File: src/rtl/axi_wr_arbiter.sv
// Two-master round-robin AXI write arbiter: one grant per transaction, held until B completes.
// The master number is prefixed onto the downstream ID; WLAST_S is generated from the granted AWLEN.
module axi_wr_arbiter #(
  parameter int unsigned ID_BITS   = 4,
  parameter int unsigned ADDR_BITS = 32,
  parameter int unsigned DATA_BITS = 32,
  parameter int unsigned LEN_BITS  = 4
) (
  input  logic                   ACLK,
  input  logic                   ARESETn,
  // Master 0
  input  logic [ID_BITS-1:0]     AWID_M0,
  input  logic [ADDR_BITS-1:0]   AWADDR_M0,
  input  logic [LEN_BITS-1:0]    AWLEN_M0,
  input  logic [2:0]             AWSIZE_M0,
  input  logic [1:0]             AWBURST_M0,
  input  logic                   AWVALID_M0,
  output logic                   AWREADY_M0,
  input  logic [DATA_BITS-1:0]   WDATA_M0,
  input  logic [DATA_BITS/8-1:0] WSTRB_M0,
  input  logic                   WLAST_M0,
  input  logic                   WVALID_M0,
  output logic                   WREADY_M0,
  output logic [ID_BITS-1:0]     BID_M0,
  output logic [1:0]             BRESP_M0,
  output logic                   BVALID_M0,
  input  logic                   BREADY_M0,
  // Master 1
  input  logic [ID_BITS-1:0]     AWID_M1,
  input  logic [ADDR_BITS-1:0]   AWADDR_M1,
  input  logic [LEN_BITS-1:0]    AWLEN_M1,
  input  logic [2:0]             AWSIZE_M1,
  input  logic [1:0]             AWBURST_M1,
  input  logic                   AWVALID_M1,
  output logic                   AWREADY_M1,
  input  logic [DATA_BITS-1:0]   WDATA_M1,
  input  logic [DATA_BITS/8-1:0] WSTRB_M1,
  input  logic                   WLAST_M1,
  input  logic                   WVALID_M1,
  output logic                   WREADY_M1,
  output logic [ID_BITS-1:0]     BID_M1,
  output logic [1:0]             BRESP_M1,
  output logic                   BVALID_M1,
  input  logic                   BREADY_M1,
  // Downstream slave port
  output logic [ID_BITS+3:0]     AWID_S,
  output logic [ADDR_BITS-1:0]   AWADDR_S,
  output logic [LEN_BITS-1:0]    AWLEN_S,
  output logic [2:0]             AWSIZE_S,
  output logic [1:0]             AWBURST_S,
  output logic                   AWVALID_S,
  input  logic                   AWREADY_S,
  output logic [DATA_BITS-1:0]   WDATA_S,
  output logic [DATA_BITS/8-1:0] WSTRB_S,
  output logic                   WLAST_S,
  output logic                   WVALID_S,
  input  logic                   WREADY_S,
  input  logic [ID_BITS+3:0]     BID_S,
  input  logic [1:0]             BRESP_S,
  input  logic                   BVALID_S,
  output logic                   BREADY_S,
  output logic                   wlast_err
);

  typedef enum logic [1:0] {StIdle, StAddr, StData, StResp} state_e;

  state_e                state_q, state_d;
  logic                  grant_q, grant_d;
  logic                  last_grant_q, last_grant_d;
  logic [LEN_BITS-1:0]   len_q, len_d;
  logic [LEN_BITS-1:0]   beat_cnt_q, beat_cnt_d;

  // Granted master's request-side signals
  logic                  awvalid_g, wvalid_g, wlast_g, bready_g;
  logic [ID_BITS-1:0]    awid_g;
  logic [ADDR_BITS-1:0]  awaddr_g;
  logic [LEN_BITS-1:0]   awlen_g;
  logic [2:0]            awsize_g;
  logic [1:0]            awburst_g;
  logic [DATA_BITS-1:0]  wdata_g;
  logic [DATA_BITS/8-1:0] wstrb_g;

  logic                  idle_sel;
  logic                  wlast_gen;
  logic                  w_hs, b_hs, aw_hs;

  assign awvalid_g = grant_q ? AWVALID_M1 : AWVALID_M0;
  assign awid_g    = grant_q ? AWID_M1    : AWID_M0;
  assign awaddr_g  = grant_q ? AWADDR_M1  : AWADDR_M0;
  assign awlen_g   = grant_q ? AWLEN_M1   : AWLEN_M0;
  assign awsize_g  = grant_q ? AWSIZE_M1  : AWSIZE_M0;
  assign awburst_g = grant_q ? AWBURST_M1 : AWBURST_M0;
  assign wvalid_g  = grant_q ? WVALID_M1  : WVALID_M0;
  assign wdata_g   = grant_q ? WDATA_M1   : WDATA_M0;
  assign wstrb_g   = grant_q ? WSTRB_M1   : WSTRB_M0;
  assign wlast_g   = grant_q ? WLAST_M1   : WLAST_M0;
  assign bready_g  = grant_q ? BREADY_M1  : BREADY_M0;

  // On contention the master that did not win last time goes next
  assign idle_sel  = (AWVALID_M0 && AWVALID_M1) ? ~last_grant_q : AWVALID_M1;
  assign wlast_gen = (beat_cnt_q == len_q);
  assign aw_hs     = (state_q == StAddr) && awvalid_g && AWREADY_S;
  assign w_hs      = (state_q == StData) && wvalid_g && WREADY_S;
  assign b_hs      = (state_q == StResp) && BVALID_S && bready_g;

  // Next-state: grant, burst length capture and beat counting
  always_comb begin
    state_d      = state_q;
    grant_d      = grant_q;
    last_grant_d = last_grant_q;
    len_d        = len_q;
    beat_cnt_d   = beat_cnt_q;
    unique case (state_q)
      StIdle: begin
        if (AWVALID_M0 || AWVALID_M1) begin
          grant_d = idle_sel;
          len_d   = idle_sel ? AWLEN_M1 : AWLEN_M0;
          state_d = StAddr;
        end
      end
      StAddr: begin
        if (aw_hs) begin
          beat_cnt_d = '0;
          state_d    = StData;
        end
      end
      StData: begin
        if (w_hs) begin
          beat_cnt_d = beat_cnt_q + LEN_BITS'(1);
          if (wlast_gen) state_d = StResp;
        end
      end
      StResp: begin
        if (b_hs) begin
          last_grant_d = grant_q;
          state_d      = StIdle;
        end
      end
      default: state_d = StIdle;
    endcase
  end

  // State registers; last_grant resets to 1 so M0 wins the first contention
  always_ff @(posedge ACLK or negedge ARESETn) begin
    if (!ARESETn) begin
      state_q      <= StIdle;
      grant_q      <= 1'b0;
      last_grant_q <= 1'b1;
      len_q        <= '0;
      beat_cnt_q   <= '0;
    end else begin
      state_q      <= state_d;
      grant_q      <= grant_d;
      last_grant_q <= last_grant_d;
      len_q        <= len_d;
      beat_cnt_q   <= beat_cnt_d;
    end
  end

  // Output routing: each channel is forwarded only in its owning state, zeroed otherwise
  always_comb begin
    AWVALID_S  = 1'b0;
    AWID_S     = '0;
    AWADDR_S   = '0;
    AWLEN_S    = '0;
    AWSIZE_S   = '0;
    AWBURST_S  = '0;
    AWREADY_M0 = 1'b0;
    AWREADY_M1 = 1'b0;
    WVALID_S   = 1'b0;
    WDATA_S    = '0;
    WSTRB_S    = '0;
    WLAST_S    = 1'b0;
    WREADY_M0  = 1'b0;
    WREADY_M1  = 1'b0;
    BVALID_M0  = 1'b0;
    BVALID_M1  = 1'b0;
    BID_M0     = '0;
    BID_M1     = '0;
    BRESP_M0   = '0;
    BRESP_M1   = '0;
    BREADY_S   = 1'b0;
    wlast_err  = 1'b0;
    unique case (state_q)
      StAddr: begin
        AWVALID_S = awvalid_g;
        if (awvalid_g) begin
          AWID_S    = {4'(grant_q), awid_g};
          AWADDR_S  = awaddr_g;
          AWLEN_S   = awlen_g;
          AWSIZE_S  = awsize_g;
          AWBURST_S = awburst_g;
        end
        AWREADY_M0 = ~grant_q & AWREADY_S;
        AWREADY_M1 = grant_q & AWREADY_S;
      end
      StData: begin
        WVALID_S = wvalid_g;
        if (wvalid_g) begin
          WDATA_S = wdata_g;
          WSTRB_S = wstrb_g;
          WLAST_S = wlast_gen;
        end
        WREADY_M0 = ~grant_q & WREADY_S;
        WREADY_M1 = grant_q & WREADY_S;
        // Master WLAST is only checked, never forwarded
        wlast_err = w_hs && (wlast_g != wlast_gen);
      end
      StResp: begin
        BVALID_M0 = ~grant_q & BVALID_S;
        BVALID_M1 = grant_q & BVALID_S;
        if (BVALID_S) begin
          if (grant_q) begin
            BID_M1   = BID_S[ID_BITS-1:0];
            BRESP_M1 = BRESP_S;
          end else begin
            BID_M0   = BID_S[ID_BITS-1:0];
            BRESP_M0 = BRESP_S;
          end
        end
        BREADY_S = bready_g;
      end
      default: ;
    endcase
  end

endmodule

File: config.mk
export PLATFORM = sky130hd
export DESIGN_NAME = axi_wr_arbiter
export DESIGN_NICKNAME = d
export VERILOG_FILES = /design/src/rtl/axi_wr_arbiter.sv
export SDC_FILE = /design/constraint.sdc
export NUM_CORES = 1
export LEC_CHECK = 0
export ABC_AREA = 1
export BUFFER_PORTS_ARGS = -buffer_cell sky130_fd_sc_hd__buf_2
export CAP_MARGIN = 0
export CORE_AREA = 2 2 113 115
export DETAILED_ROUTE_END_ITERATION = 16
export DIE_AREA = 0 0 115 117
export GPL_ROUTABILITY_DRIVEN = 0
export PLACE_DENSITY_LB_ADDON = 0.1
export SETUP_SLACK_MARGIN = 0.15
export SYNTH_ARGS = -nofsm -noshare
export SYNTH_HDL_FRONTEND = slang
export SYNTH_SLANG_ARGS = --single-unit
export TNS_END_PERCENT = 50
File: constraint.sdc
create_clock -name ACLK -period 1.75 [get_ports ACLK]
set_input_delay 0.35 -clock ACLK [delete_from_list [all_inputs] [get_ports ACLK]]
set_output_delay 0.35 -clock ACLK [all_outputs]
set_load 0.05 [all_outputs]
==> results.yml, run 1 <==
logic_synthesis:
  yosysSeqAreaShare: 0.131
  synth_async_sr_flop_share: 1.00
  synth-seq-cells: 12
  yosysWarnings: 0
  syn_area_per_cell_sq_um: 5.33
  synthCells: 433
  syn_area_sq_um: 2310
  ys_types: 29
  yosys.area.top_type: "nand2_1"
  synth_top_area_frac: 0.322
  synth_edf_count: 0
  synthTopCellsByCount: "198 x nand2_1, 61 x a21oi_1, 31 x nor2_1"
  synth_area_leaders: "nand2_1 32%, a21oi_1 13%, dfrtp_1 12%"
  synth_most_common_cell: "nand2_1"
  yosys_most_used_dff: "dfrtp_1"
floorplanning:
  dieWidth_microns: 115
  io_pins: 293
  die_height_microns: 117
  coreArea_sq_um: 12300
  start_util: 0.187
  dieArea_sq_um: 13500
  rows: 41
sta:
  worst_slack_ps: -255
  fin_worst_skew_ps: 5.10
  slew_viol_final: 0
  whs_ps: -7.69
  fmax_mhz: 499
  rsz0062_at_grt: "yes"
  finalCriticalPeriod_ps: 2010
  setup_violations: 103
  finalCritPeriodShare: 1.15
  hold_viol: 4
run_status:
  status: "complete, but fails checks"
  violations: "negative hold slack, negative setup slack"
routing:
  wirelength_microns: 12700
  wl_met1_microns: 4810
  antenna_left: 0
  drtIter0Drc: 150
  met3_length_microns: 986
  viasPerCell: 4.42
  maxUsedRoutingLayer: "met4"
  drc_errors: 0
  wl_met2_microns: 6850
  wire_per_inst_microns: 14.3
  drt_pass1_iterations: 4
  vias: 3936
place:
  placed_cells: 878
  portBuffers: 285
  dp_hpwl_microns: 9680
  place_area_sq_um: 4860
pwr:
  ir_drop_uv: 602
  leakagePower_nw: 2.85
  p_total_mw: 8.56
  p_per_area_nw_per_um2: 1420
finish:
  design_area_sq_um: 6040
  insertedDiodeCount: 0
  fin_nets: 932
  final_util: 0.491
  layoutNonFillerInstCount: 890
  drive_gt1_frac: 0.635
  area_delta_synth_final_pct: 162
flow_run:
  drv_cap: 0
global_routing:
  grt_max_degree: 44
  antenna_found_initial: 0
  track_usage: 0.166
  grt_remaining_overflow: 0
  grt_pass1_wl_microns: 18100
  grt_pass1_vias: 3821
clocking:
  htree_num_levels: 1
  cts_hold_buffers: 0
  clock_sinks: 12
  cts_root_buf: "clkbuf_16"
  cts_buffers: 3
  cts_max_path_buffers: 2
  clkTransAtPathRegs_ps: 50
  tritoncts: "built"
  clock_latency_ps: 240
worst_setup_path:
  cp_max_fo: 6
  required_ps: 1400
  start_kind: "flip-flop"
  crit_arrival_ps: 1660
  worst_setup_path_end_kind: "primary output"
  crit_type: "flip-flop to primary output"
worst_hold_path:
  min-delay-path-class: "primary input to asynchronous set/reset pin"
-- per-stage QoR --
step / hold slack (ps) / setup WS, ps / setup TNS [ps]
detailed placement: 262 / -91.8 / -1530
CTS: 1.31 / -266 / -20120
global route: 17.0 / -319 / -25910
floorplan: 54.4 / -225 / -8410
finish: -7.69 / -255 / -19130
global placement: 263 / -81.0 / -477
-- cells in the final DEF (no fill, tap or decap), types with 3 or more instances in the layout --
master	count
o21ai_0	7
dfrtp_1	10
o22ai_1	4
ha_1	3
nand2_1	194
conb_1	3
inv_1	25
a21oi_2	30
buf_12	14
buf_4	32
nor3_4	4
a21oi_4	56
nand3_1	4
clkbuf_16	5
nor2_1	13
nor2_4	15
buf_2	181
buf_16	4
buf_8	7
nor2_2	4
nand2_4	6
buf_6	90
inv_2	5
-- state kept, by name (all words and copies together), names as in the netlist --
register,count
beat_cnt_q,4
grant_q,1
last_grant_q,1
len_q,4
state_q,2
-- layer usage --
layer,vias up,track usage
met5,-,0
met4,0,0.0161
met3,6,0.0299
met1,1768,0.192
li1,1975,-
met2,187,0.327
-- report_power, final --
part | internal (mW) | switching [mW] | leakage, nW
logic | 2.80 | 4.79 | 2.66
clock network | 0.345 | 0.124 | 0.0442
registers | 0.406 | 0.0962 | 0.149
-- area by class of cell --
cell class | instances | area (sq um)
clock buffer | 4 | 88.8
inverter | 33 | 146
timing repair buffer | 331 | 2710
sequential | 12 | 305
tap | 150 | 188
multi-input combinational | 360 | 2600
fill | 1172 | 6270
-- what timing repair did --
action,in CTS,in global routing
resized for setup,220,40
buffers inserted,1,1
cloned,4,2
pin swaps,4,1
endpoints found under the setup margin,107,115
-- worst max-delay path: stages (launching register included) --
cell      delay [ps]
dfrtp_4          520
inv_6            100
nand2_4           50
nand2_4          100
nand2_8          100
buf_12           170
clkinv_8          50
nand3_4           70
nor2_4           100
buf_12           140
-- final timing paths --
check / start / end / slack (ps) / depth (start not counted)
max in group asynchronous: ARESETn / last_grant_q / 1480 / 1
worst max register to register: grant_q / beat_cnt_q[1] / 70 / 11
worst max-delay path: grant_q / wlast_err / -260 / 9
min in group ACLK: BREADY_M1 / last_grant_q / 350 / 3
worst min-delay path: ARESETn / grant_q / -8 / 1
worst min register to register: last_grant_q / last_grant_q / 510 / 2
-- kinds of logic after synthesis --
| group | share of synthesized area |
|---|---|
| compound gates | 0.260 |
| xor+xnor | 0.00759 |
| fa+ha+maj | 0.0325 |
| buf+inv | 0.134 |
| flops | 0.131 |
| mux | 0.00434 |
| other cells | 0.00163 |
| simple gates | 0.429 |
No activity file was read; power rests on OpenSTA's default activity.
==> run 2: changes to the inputs <==
- CORE_AREA: 2 2 113 115 -> 2 2 114 116
- DIE_AREA: 0 0 115 117 -> 0 0 116 118
- GPL_TIMING_DRIVEN: not set -> 0
- clock period: 1.75 -> 2.5 ns (I/O delays scaled with it)
==> run 2 against run 1 <==
Compared with the run above: the flow now finishes without violations; hold slack gained 160 ps; total power is 50% lower; global-route usage increased by 0.94 points; clock power down 36%; die area grew 1.7%; critical path depth fell by 3; critical path type unchanged; highest routed layer unchanged.
==> results.yml, run 2 (synthesized netlist as in run 1, its figures left out) <==
sta:
  slew_viol_final: 0
  rsz0062_at_grt: "yes"
  hold_viol: 0
  fin_worst_skew_ps: 0.766
  setup-tns-final_ps: 0
  finalCriticalPeriod_ps: 2260
  finalCritPeriodShare: 0.905
  setup_violations: 0
  fmax_mhz: 442
finish:
  drive_gt1_frac: 0.512
  area_delta_synth_final_pct: 83.3
  final_cell_mix: "253 x buf_2, 198 x nand2_1, 60 x a21oi_1"
  fin_nets: 916
  fillers: 1453
  top_regs: "beat_cnt_q: 4 flops, len_q: 4 flops, state_q: 2 flops"
  layoutNonFillerInstCount: 896
  insertedDiodeCount: 0
  seq_area_sq_um: 302
  layout_commonest_cell: "buf_2"
  multi_input_area_sq_um: 1770
routing:
  drc_errors: 0
  drt_pass1_iterations: 5
  wire_per_inst_microns: 14.6
  antenna_left: 0
  viasPerCell: 4.23
  wirelength_microns: 13100
  drtIter0Drc: 133
  vias: 3787
worst_setup_path:
  crit_type: "flip-flop to primary output"
  worst_setup_path_end_kind: "primary output"
  regToRegSetupSlack_ps: 910
  reg2reg_depth: 8
  start_kind: "flip-flop"
  cp_max_fo: 10
  timing.rr.start: "state_q[0]"
  crit_arrival_ps: 1760
  required_ps: 2000
  critPathLaunch: "state_q[1]"
place:
  portBuffers: 285
  placed_cells: 892
  dp_hpwl_microns: 11100
floorplanning:
  io_pins: 293
  start_util: 0.186
  dieWidth_microns: 116
  coreArea_sq_um: 12400
  die_height_microns: 118
  dieArea_sq_um: 13700
  rows: 41
global_routing:
  grt_remaining_overflow: 0
  grt_pass1_wl_microns: 19000
  antenna_found_initial: 0
  grt_pass1_vias: 3467
  track_usage: 0.175
  grt_max_degree: 13
clocking:
  clock_sinks: 12
  htree_num_levels: 1
  cts_root_buf: "clkbuf_16"
  cts_buffers: 3
  clkTransAtPathRegs_ps: 40
  cts_max_path_buffers: 2
  tritoncts: "built"
  clock_latency_ps: 240
run_status:
  status: "complete, no violations"
flow_run:
  drv_cap: 0
pwr:
  leakagePower_nw: 2.47
  ir_drop_uv: 343
  p_per_area_nw_per_um2: 1010
worst_hold_path:
  min-delay-path-class: "primary input to asynchronous set/reset pin"
==> run 2: cell count changes in the layout (fill, tap and decap cells not counted), moves of 12 or more <==
cell	previous run	this run
a21oi_4	56	2
buf_12	14	0
buf_2	181	253
buf_6	90	4
a21oi_1	0	60
nor2_4	15	3
clkbuf_4	1	22
==> run 2: area by class of cell <==
class | instances | area share
Timing Repair Buffer | 285 | 0.364
Clock buffer | 4 | 0.0186
Sequential cell | 12 | 0.0713
Tap cell | 172 | 0.0509
Multi-Input combinational cell | 360 | 0.418
Buffer | 30 | 0.0470
Inverter | 33 | 0.0305
==> run 2: worst paths after layout <==
path,to
max in group asynchronous,last_grant_q
max reg2reg,state_q[0]
max,AWID_S[3]
min in group ACLK,last_grant_q
min reg2reg,last_grant_q
min,len_q[2]
==> run 2: repair_timing <==
item / 4_1_cts / 5_1_grt
hold buffers: 0 / 0
endpoints found under the setup margin: 37 / 76
setup buffers: 0 / 0
resized for setup: 19 / 50
==> run 2: through the flow <==
stage	util	hold slack, ps	total power [mW]	area [sq um]	setup WS [ps]
global route	0.341	161	4.60	4230	137
global placement	0.323	410	3.83	4010	320
finish	0.341	151	4.25	4230	238
CTS	0.333	158	4.22	4130	124
floorplan	-	204	2.94	2360	53.7
detailed placement	0.323	411	3.87	4010	315
==> run 2: power by group <==
group          internal [mW]  switching [mW]
logic                  0.996            2.62
registers              0.279          0.0595
clock network          0.215          0.0856
total                   1.49            2.76
==> run 2: worst max-delay path, stage by stage, from the launching register on <==
cell and delay, ps:
dfrtp_1 410, inv_1 120, ha_2 210, nand2_4 120, clkbuf_4 230, a21oi_1 160
clkbuf_4 260
==> run 2: routing by layer <==
layer	vias up	wire length [microns]	track usage
met2	125	7030	0.338
li1	1943	-	-
met1	1712	5040	0.209
met5	-	0	0
met4	0	44	0.0141
met3	7	950	0.0257
